[config.mk]
export PLATFORM = sky130hd
export DESIGN_NAME = isqrt_seq
export DESIGN_NICKNAME = d
export VERILOG_FILES = /design/src/rtl/isqrt_pkg.sv /design/src/rtl/isqrt_step.sv /design/src/rtl/isqrt_seq.sv
export SDC_FILE = /design/constraint.sdc
export NUM_CORES = 1
export LEC_CHECK = 0
export CORE_MARGIN = 8
export CORE_UTILIZATION = 56
export DETAILED_ROUTE_END_ITERATION = 8
export HOLD_SLACK_MARGIN = 0.05
export PLACE_DENSITY = 0.93
export SKIP_LAST_GASP = 1
export SYNTH_ARGS = -nofsm -noshare
export SYNTH_HDL_FRONTEND = slang
export SYNTH_HIERARCHICAL = 1
export SYNTH_SLANG_ARGS = --single-unit
[constraint.sdc]
create_clock -name clk -period 3.8 [get_ports clk]
set_input_delay 0.57 -clock clk [delete_from_list [all_inputs] [get_ports clk]]
set_output_delay 0.57 -clock clk [all_outputs]
set_load 0.02 [all_outputs]
[src/rtl/isqrt_pkg.sv]
// Shared definitions for the sequential integer square-root extractor:
// FSM encoding and a constant-width helper.
package isqrt_pkg;

  typedef enum logic [1:0] {
    ST_IDLE = 2'd0,
    ST_CALC = 2'd1,
    ST_DONE = 2'd2
  } isqrt_state_t;

  // Number of bits needed to count up to v-1; evaluated at elaboration only.
  function automatic int clog2(input int v);
    int r;
    r = 0;
    for (int i = 0; i < 31; i++) begin
      if ((1 << i) < v) r = i + 1;
    end
    return r;
  endfunction

endpackage

[src/rtl/isqrt_step.sv]
// One restoring digit-by-digit square-root iteration, purely combinational:
// brings in the next two radicand bits and decides one root bit.
module isqrt_step #(
  parameter int HW = 4,
  parameter int RW = HW + 2
) (
  input  logic [RW-1:0] rem_acc,
  input  logic [HW-1:0] root_acc,
  input  logic [1:0]    op_bits,
  output logic [RW-1:0] rem_next,
  output logic [HW-1:0] root_next
);

  logic [RW-1:0] rem_sh;
  logic [RW-1:0] trial;
  logic [HW-1:0] root_sh;
  logic          ge;

  // rem_acc never exceeds 2*root_acc, so the 2-bit shift cannot lose bits.
  assign rem_sh    = (rem_acc << 2) | RW'(op_bits);
  assign trial     = {root_acc, 2'b01};
  assign ge        = (rem_sh >= trial);
  assign root_sh   = root_acc << 1;
  assign rem_next  = ge ? (rem_sh - trial) : rem_sh;
  assign root_next = root_sh | HW'(ge);

endmodule

[src/rtl/isqrt_seq.sv]
// Sequential integer square root: one root bit per clock, start/busy/done
// handshake. root/rem hold the last result while idle or done.
module isqrt_seq
  import isqrt_pkg::*;
#(
  parameter int WIDTH = 8
) (
  input  logic               clk,
  input  logic               rst,
  input  logic               start,
  input  logic [WIDTH-1:0]   radicand,
  output logic               busy,
  output logic               done,
  output logic [WIDTH/2-1:0] root,
  output logic [WIDTH/2:0]   rem
);

  localparam int HW = WIDTH / 2;
  localparam int RW = HW + 2;
  localparam int CW = clog2(HW + 1);

  // Handshake: start is accepted on an edge where the FSM sits in IDLE or
  // DONE; busy covers the iteration cycles, done pulses once when root/rem
  // become valid, and the two are never high together.
  isqrt_state_t state, state_next;

  logic [WIDTH-1:0] op;
  logic [RW-1:0]    rem_acc;
  logic [HW-1:0]    root_acc;
  logic [CW-1:0]    cnt;
  logic [RW-1:0]    rem_step;
  logic [HW-1:0]    root_step;
  logic             load;
  logic             iter;

  isqrt_step #(
    .HW (HW),
    .RW (RW)
  ) u_step (
    .rem_acc   (rem_acc),
    .root_acc  (root_acc),
    .op_bits   (op[WIDTH-1:WIDTH-2]),
    .rem_next  (rem_step),
    .root_next (root_step)
  );

  always_comb begin
    state_next = state;
    load       = 1'b0;
    iter       = 1'b0;
    case (state)
      ST_IDLE: begin
        if (start) begin
          load       = 1'b1;
          state_next = ST_CALC;
        end
      end
      ST_CALC: begin
        iter = 1'b1;
        // cnt==1 means this edge performs the final iteration.
        if (cnt == CW'(1)) state_next = ST_DONE;
      end
      ST_DONE: begin
        if (start) begin
          load       = 1'b1;
          state_next = ST_CALC;
        end else begin
          state_next = ST_IDLE;
        end
      end
      default: state_next = ST_IDLE;
    endcase
  end

  always_ff @(posedge clk) begin
    if (rst) begin
      state    <= ST_IDLE;
      op       <= '0;
      rem_acc  <= '0;
      root_acc <= '0;
      cnt      <= '0;
    end else begin
      state <= state_next;
      if (load) begin
        op       <= radicand;
        rem_acc  <= '0;
        root_acc <= '0;
        cnt      <= CW'(HW);
      end else if (iter) begin
        op       <= op << 2;
        rem_acc  <= rem_step;
        root_acc <= root_step;
        cnt      <= cnt - CW'(1);
      end
    end
  end

  assign busy = (state == ST_CALC);
  assign done = (state == ST_DONE);
  assign root = root_acc;
  assign rem  = rem_acc[HW:0];

endmodule
==> impl_metrics.tcl, run 1 <==
set metrics [dict create \
    result_of_the_run "complete, no violations" \
    worst_path_dominant_cell_family "buffers and inverters" \
    synth.yosys.warnings 6 \
    timing.setup.critical_path_class "flip-flop to output port" \
    critical_path.cell_chain "nand2b_1 -> inv_6 -> clkdlybuf4s50_1" \
    timing.final.crit_share 0.703 \
    p_clk_frac 0.214 \
    cts_hold_buf 0 \
    sequentialPowerShare 0.446 \
    dp_worst_setup_slack_ns 1.46 \
    initial_core_util 0.577 \
    cp_data_required_time_ns 3.23 \
    die_area_um2 3980 \
    cts_buffers 3 \
    cts.reportedPaths.clkPinSlew_ns 0.11 \
    netSwitchingPower_uw 179 \
    p_int_uw 409 \
    syn-cell-area_um2 1240 \
    antenna_found_initial 0 \
    fmax_ghz 0.374 \
    finalCriticalPeriod_ns 2.67 \
    unrepaired_setup_endpoints_after_global_routing "false" \
    clock_tree.htree_level_count 1 \
    worst_pin_slew_ns 0.747 \
    number_of_setup_violations_in_the_final_report 0 \
    drt_iter0_drc 30 \
    routed-via-count 956 \
    totalNegativeSetupSlack_ns 0 \
    worst_setup_path_start_kind "flip-flop" \
    netSwitchingFraction 0.304 \
    routabilityCongestion 0.770 \
    cts_tree "built" \
    layout_setup_ws_ns 1.13 \
    n_antenna_cell 0 \
    drt_drc_violations_left 0 \
    layout.nets 170 \
    final_hold_viol_count 0 \
    final_antenna_net_count 0 \
    ioPinCount 22 \
    clk-insertion-delay-late_ns 0.30 \
    multiInputGateArea_um2 619 \
    grt_pass1_vias 992 \
    leakage_nw 0.515 \
    flow.area_growth_from_synthesis_pct 11.9 \
    grt.total_usage 0.118 \
    cts_setup_buffers 0 \
    slew_viol_final 0 \
    dr.pass1.iters 4 \
    crit_path_top_delay_cell "sky130_fd_sc_hd__clkdlybuf4s50_1" \
    arrival_ns 2.10 \
    place.detailed.hpwl_um 1800 \
    irDropWorstVdd_mv 0.234 \
    clock_tree.root_cell "sky130_fd_sc_hd__clkbuf_4" \
    post_synth.cell_area_avg_um2 8.73 \
    mostFrequentLayoutCells "22 x sky130_fd_sc_hd__nand2_1, 22 x sky130_fd_sc_hd__dfxtp_1, 21 x sky130_fd_sc_hd__clkdlybuf4s50_1" \
    final.setup_skew_ns 0.00198 \
    port_buffers 21 \
    mappedNetlistNets 161 \
    floorplan.core_area_um2 2150 \
    power.combinational.fraction 0.340 \
    timing.critical_path.buf_inv 2 \
    global_route_wire_length_before_repair_um 4000 \
    fp.dieW_um 63.1 \
    critical_path.endpoint_type "output port" \
    critical_path.max_stage_delay_ns 0.65 \
    worst-path-max-fanout 24 \
    num_rows 17 \
    global_route.overflow_total 0 \
    netlist_instances 142 \
    seqCellArea_um2 440 \
    via_per_inst 5.37 \
    avgRoutedWirePerCell_um 13.1 \
    p_total_uw 587 \
    max-clock-path-buffers 2 \
    final.fill_count 184 \
    total_wirelength_um 2330 \
    ratio_of_total_power_to_cell_area_nw_per_um2 423 \
    max-cap-violations 0 \
    post_cts_resized 0 \
    clock_sinks 22 \
    timing.hold.worst.class "flip-flop to flip-flop" \
    layout_cells_sized_above_1 0.0933 \
    die_y_um 63.1 \
    relative_slew_slack 0.502 \
    grt_max_degree 25 \
]
-- tightest hold or removal path: stages (launching register included) --
cell	delay (ns)
sky130_fd_sc_hd__dfxtp_1	0.34
sky130_fd_sc_hd__nand2_1	0.05
sky130_fd_sc_hd__a21oi_1	0.06
-- flip-flops by register name (all words and copies together) (netlist names) --
signal and count:
state 2, root 4, cnt 3, op 8, rem_acc 5
-- final cells by class --
class	count	area share
clock buffers	4	0.0261
inverters	11	0.0334
multi-input cells	92	0.446
flip-flops and latches	22	0.317
repair buffers	21	0.151
well taps	28	0.0252
-- final timing paths --
kind	start	to	slack (ns)	cells after the start
setup / recovery	state[1]$_SDFFE_PP0P_	busy	1.13	3
setup reg to reg	root[1]$_SDFFE_PP0N_	rem_acc[3]$_SDFFE_PP0N_	1.97	8
hold reg to reg	rem_acc[4]$_SDFFE_PP0N_	rem_acc[4]$_SDFFE_PP0N_	0.48	2
hold / removal	rem_acc[4]$_SDFFE_PP0N_	rem_acc[4]$_SDFFE_PP0N_	0.48	2
-- power groups by stage --
stage	Combinational [mW]	Sequential [mW]	Clock, mW
after detailed placement	0.200	0.267	0
after floorplan	0.178	0.264	0
after CTS	0.200	0.262	0.129
after global placement	0.193	0.265	0
final	0.200	0.262	0.126
after global routing	0.220	0.264	0.138
-- routing by layer --
metal	GRT usage	wire, µm	up-vias
li1	-	-	480
met1	0.130	1050	446
met2	0.206	1130	26
met3	0.0336	133	4
met4	0.0456	19	0
met5	0	0	-
-- through the flow --
step	hold slack [ns]	utilization	instance area, µm²	cells
floorplan	0.434	-	1240	142
global placement	0.453	0.629	1350	174
detailed placement	0.470	0.629	1350	174
CTS	0.487	0.646	1390	178
global route	0.503	0.646	1390	178
finish	0.481	0.646	1390	178
Note: power is estimated with default switching activity, not from simulation.
==> inputs of run 2 (changes only) <==
--- a/config.mk
+++ b/config.mk
@@ -6,10 +6,10 @@
 export NUM_CORES = 1
 export LEC_CHECK = 0
 export CORE_MARGIN = 8
-export CORE_UTILIZATION = 56
+export CORE_UTILIZATION = 47
 export DETAILED_ROUTE_END_ITERATION = 8
 export HOLD_SLACK_MARGIN = 0.05
-export PLACE_DENSITY = 0.93
+export PLACE_DENSITY = 0.85
 export SKIP_LAST_GASP = 1
 export SYNTH_ARGS = -nofsm -noshare
 export SYNTH_HDL_FRONTEND = slang
==> constraint.sdc (replaced) <==
create_clock -name clk -period 2.2 [get_ports clk]
set_input_delay 0.33 -clock clk [delete_from_list [all_inputs] [get_ports clk]]
set_output_delay 0.33 -clock clk [all_outputs]
set_load 0.02 [all_outputs]
==> run 2 against run 1 <==
- combinational power rose by 76%
- critical endpoint unchanged
- sequential share of layout area down 0.92 points
- critical path depth unchanged
- highest routed layer is now met3
- largest power group unchanged
- utilization down 7.4 points
- first-iteration DRC count grew 37%
==> impl_metrics.tcl, run 2 (same netlist as run 1, synthesis figures left out) <==
set metrics [dict create \
    die_y_um 67.4 \
    drt_iter0_drc 41 \
    number_of_setup_violations_in_the_final_report 0 \
    flow.area_growth_from_synthesis_pct 15.2 \
    timing.setup.critical_path_class "flip-flop to output port" \
    totalNegativeSetupSlack_ns 0 \
    dr.pass1.iters 4 \
    arrival_ns 1.70 \
    fp.dieW_um 67.4 \
    relative_slew_slack 0.763 \
    ratio_of_total_power_to_cell_area_nw_per_um2 780 \
    critical_path.cell_chain "nand2b_1 -> inv_6 -> clkdlybuf4s50_1" \
    via_per_inst 5.26 \
    floorplan.core_area_um2 2500 \
    fmax_ghz 0.492 \
    ioPinCount 22 \
    worst_path_dominant_cell_family "buffers and inverters" \
    cp_data_required_time_ns 1.87 \
    worst-path-max-fanout 24 \
    irDropWorstVdd_mv 0.654 \
    initial_core_util 0.496 \
    antenna_found_initial 0 \
    routed-via-count 962 \
    multiInputGateArea_um2 619 \
    clk-insertion-delay-late_ns 0.31 \
    clock_sinks 22 \
    cts_tree "built" \
    p_total_mw 1.11 \
    critical_path.endpoint_type "output port" \
    worst_pin_slew_ns 0.356 \
    num_rows 18 \
    grt_max_degree 25 \
    cts_setup_buffers 0 \
    grt.total_usage 0.116 \
    n_antenna_cell 0 \
    max-clock-path-buffers 2 \
    met3_length_um 192 \
    port_buffers 21 \
    max_flop_register "op" \
    cts_hold_buf 0 \
    global_route.overflow_total 0 \
    met1_length_um 1050 \
    dp_worst_setup_slack_ns 0.393 \
    place.detailed.hpwl_um 1800 \
    layout_cells_sized_above_1 0.111 \
    final.fill_count 227 \
    routabilityCongestion 0.853 \
    leakage_nw 0.537 \
    result_of_the_run "complete, no violations" \
    avgRoutedWirePerCell_um 13.2 \
    cts_buffers 3 \
    top_layer_used "met3" \
    final.setup_skew_ns 0.00587 \
    timing.hold.worst.class "flip-flop to flip-flop" \
    slew_viol_final 0 \
    finalCriticalPeriod_ns 2.03 \
    dp.cells 179 \
    largest_register_ff_count 8 \
    layout_setup_ws_ns 0.168 \
    seqCellArea_um2 440 \
    wl_met2_um 1180 \
    final_antenna_net_count 0 \
    critical_path.max_stage_delay_ns 0.65 \
    grt_pass1_vias 947 \
    global_route_wire_length_before_repair_um 4180 \
    timing.final.crit_share 0.924 \
    cts.reportedPaths.clkPinSlew_ns 0.13 \
    worst_setup_path_start_kind "flip-flop" \
    mostFrequentLayoutCells "22 x sky130_fd_sc_hd__nand2_1, 22 x sky130_fd_sc_hd__dfxtp_1, 21 x sky130_fd_sc_hd__clkdlybuf4s50_1" \
    crit_path_top_delay_cell "sky130_fd_sc_hd__clkdlybuf4s50_1" \
    max-cap-violations 0 \
    timing.critical_path.buf_inv 2 \
    post_cts_resized 0 \
    finish.cell_count_without_fillers 183 \
    total_wirelength_um 2410 \
    clock_tree.htree_level_count 1 \
    drt_drc_violations_left 0 \
    final_hold_viol_count 0 \
    unrepaired_setup_endpoints_after_global_routing "false" \
    layout.nets 173 \
    clock_tree.root_cell "sky130_fd_sc_hd__clkbuf_4" \
    die_area_um2 4540 \
]
==> run 2: cell count changes in the layout (fill, tap and decap cells not counted), sizes merged <==
cell | previous run | this run
buf | 0 | 3
clkbuf | 4 | 3
bufinv | 0 | 1
==> run 2: per-layer routing <==
| metal | global-route usage | vias to the layer above |
|---|---|---|
| met5 | 0 | - |
| met4 | 0.0235 | 0 |
| met3 | 0.0397 | 0 |
| met2 | 0.205 | 41 |
| met1 | 0.133 | 435 |
| li1 | - | 486 |
==> run 2: worst paths after layout <==
path / start / end / slack [ns] / depth (start not counted)
worst max-delay path: state[0]$_SDFFE_PP0P_ / busy / 0.17 / 3
worst min-delay path: rem_acc[4]$_SDFFE_PP0N_ / rem_acc[4]$_SDFFE_PP0N_ / 0.47 / 2
worst max register to register: root[1]$_SDFFE_PP0N_ / rem_acc[3]$_SDFFE_PP0N_ / 0.36 / 8
worst min register to register: rem_acc[4]$_SDFFE_PP0N_ / rem_acc[4]$_SDFFE_PP0N_ / 0.47 / 2
==> run 2: final cells by class <==
cell class / count / area share
Clock buffer: 3 / 0.0158
Clock inverter: 1 / 0.0210
Inverter: 11 / 0.0324
Multi-Input combinational cell: 92 / 0.433
Sequential cell: 22 / 0.308
Tap cell: 30 / 0.0263
Timing Repair Buffer: 24 / 0.163
==> run 2: power by group <==
group	leakage, nW	switching, mW	internal (mW)	total (mW)
Sequential	0.180	0.0232	0.428	0.451
Combinational	0.329	0.168	0.183	0.351
Clock	0.0279	0.128	0.184	0.313
Total	0.537	0.319	0.795	1.11
==> run 2: worst reg2reg max path, cell delays in order, from the launching register on <==
cell                      delay [ns]
sky130_fd_sc_hd__dfxtp_1        0.40
sky130_fd_sc_hd__inv_1          0.06
sky130_fd_sc_hd__ha_1           0.33
sky130_fd_sc_hd__o21ai_1        0.17
sky130_fd_sc_hd__a21oi_2        0.07
sky130_fd_sc_hd__o22ai_4        0.26
sky130_fd_sc_hd__mux2_4         0.33
sky130_fd_sc_hd__nand2_1        0.06
sky130_fd_sc_hd__a21oi_1        0.06
==> run 2: through the flow <==
stage | utilization | instance area, µm² | hold slack (ns)
6_report | 0.572 | 1430 | 0.467
5_1_grt | 0.572 | 1430 | 0.490
4_1_cts | 0.572 | 1430 | 0.470
3_5_place_dp | 0.551 | 1380 | 0.454
3_3_place_gp | 0.551 | 1380 | 0.450
2_1_floorplan | - | 1240 | 0.402
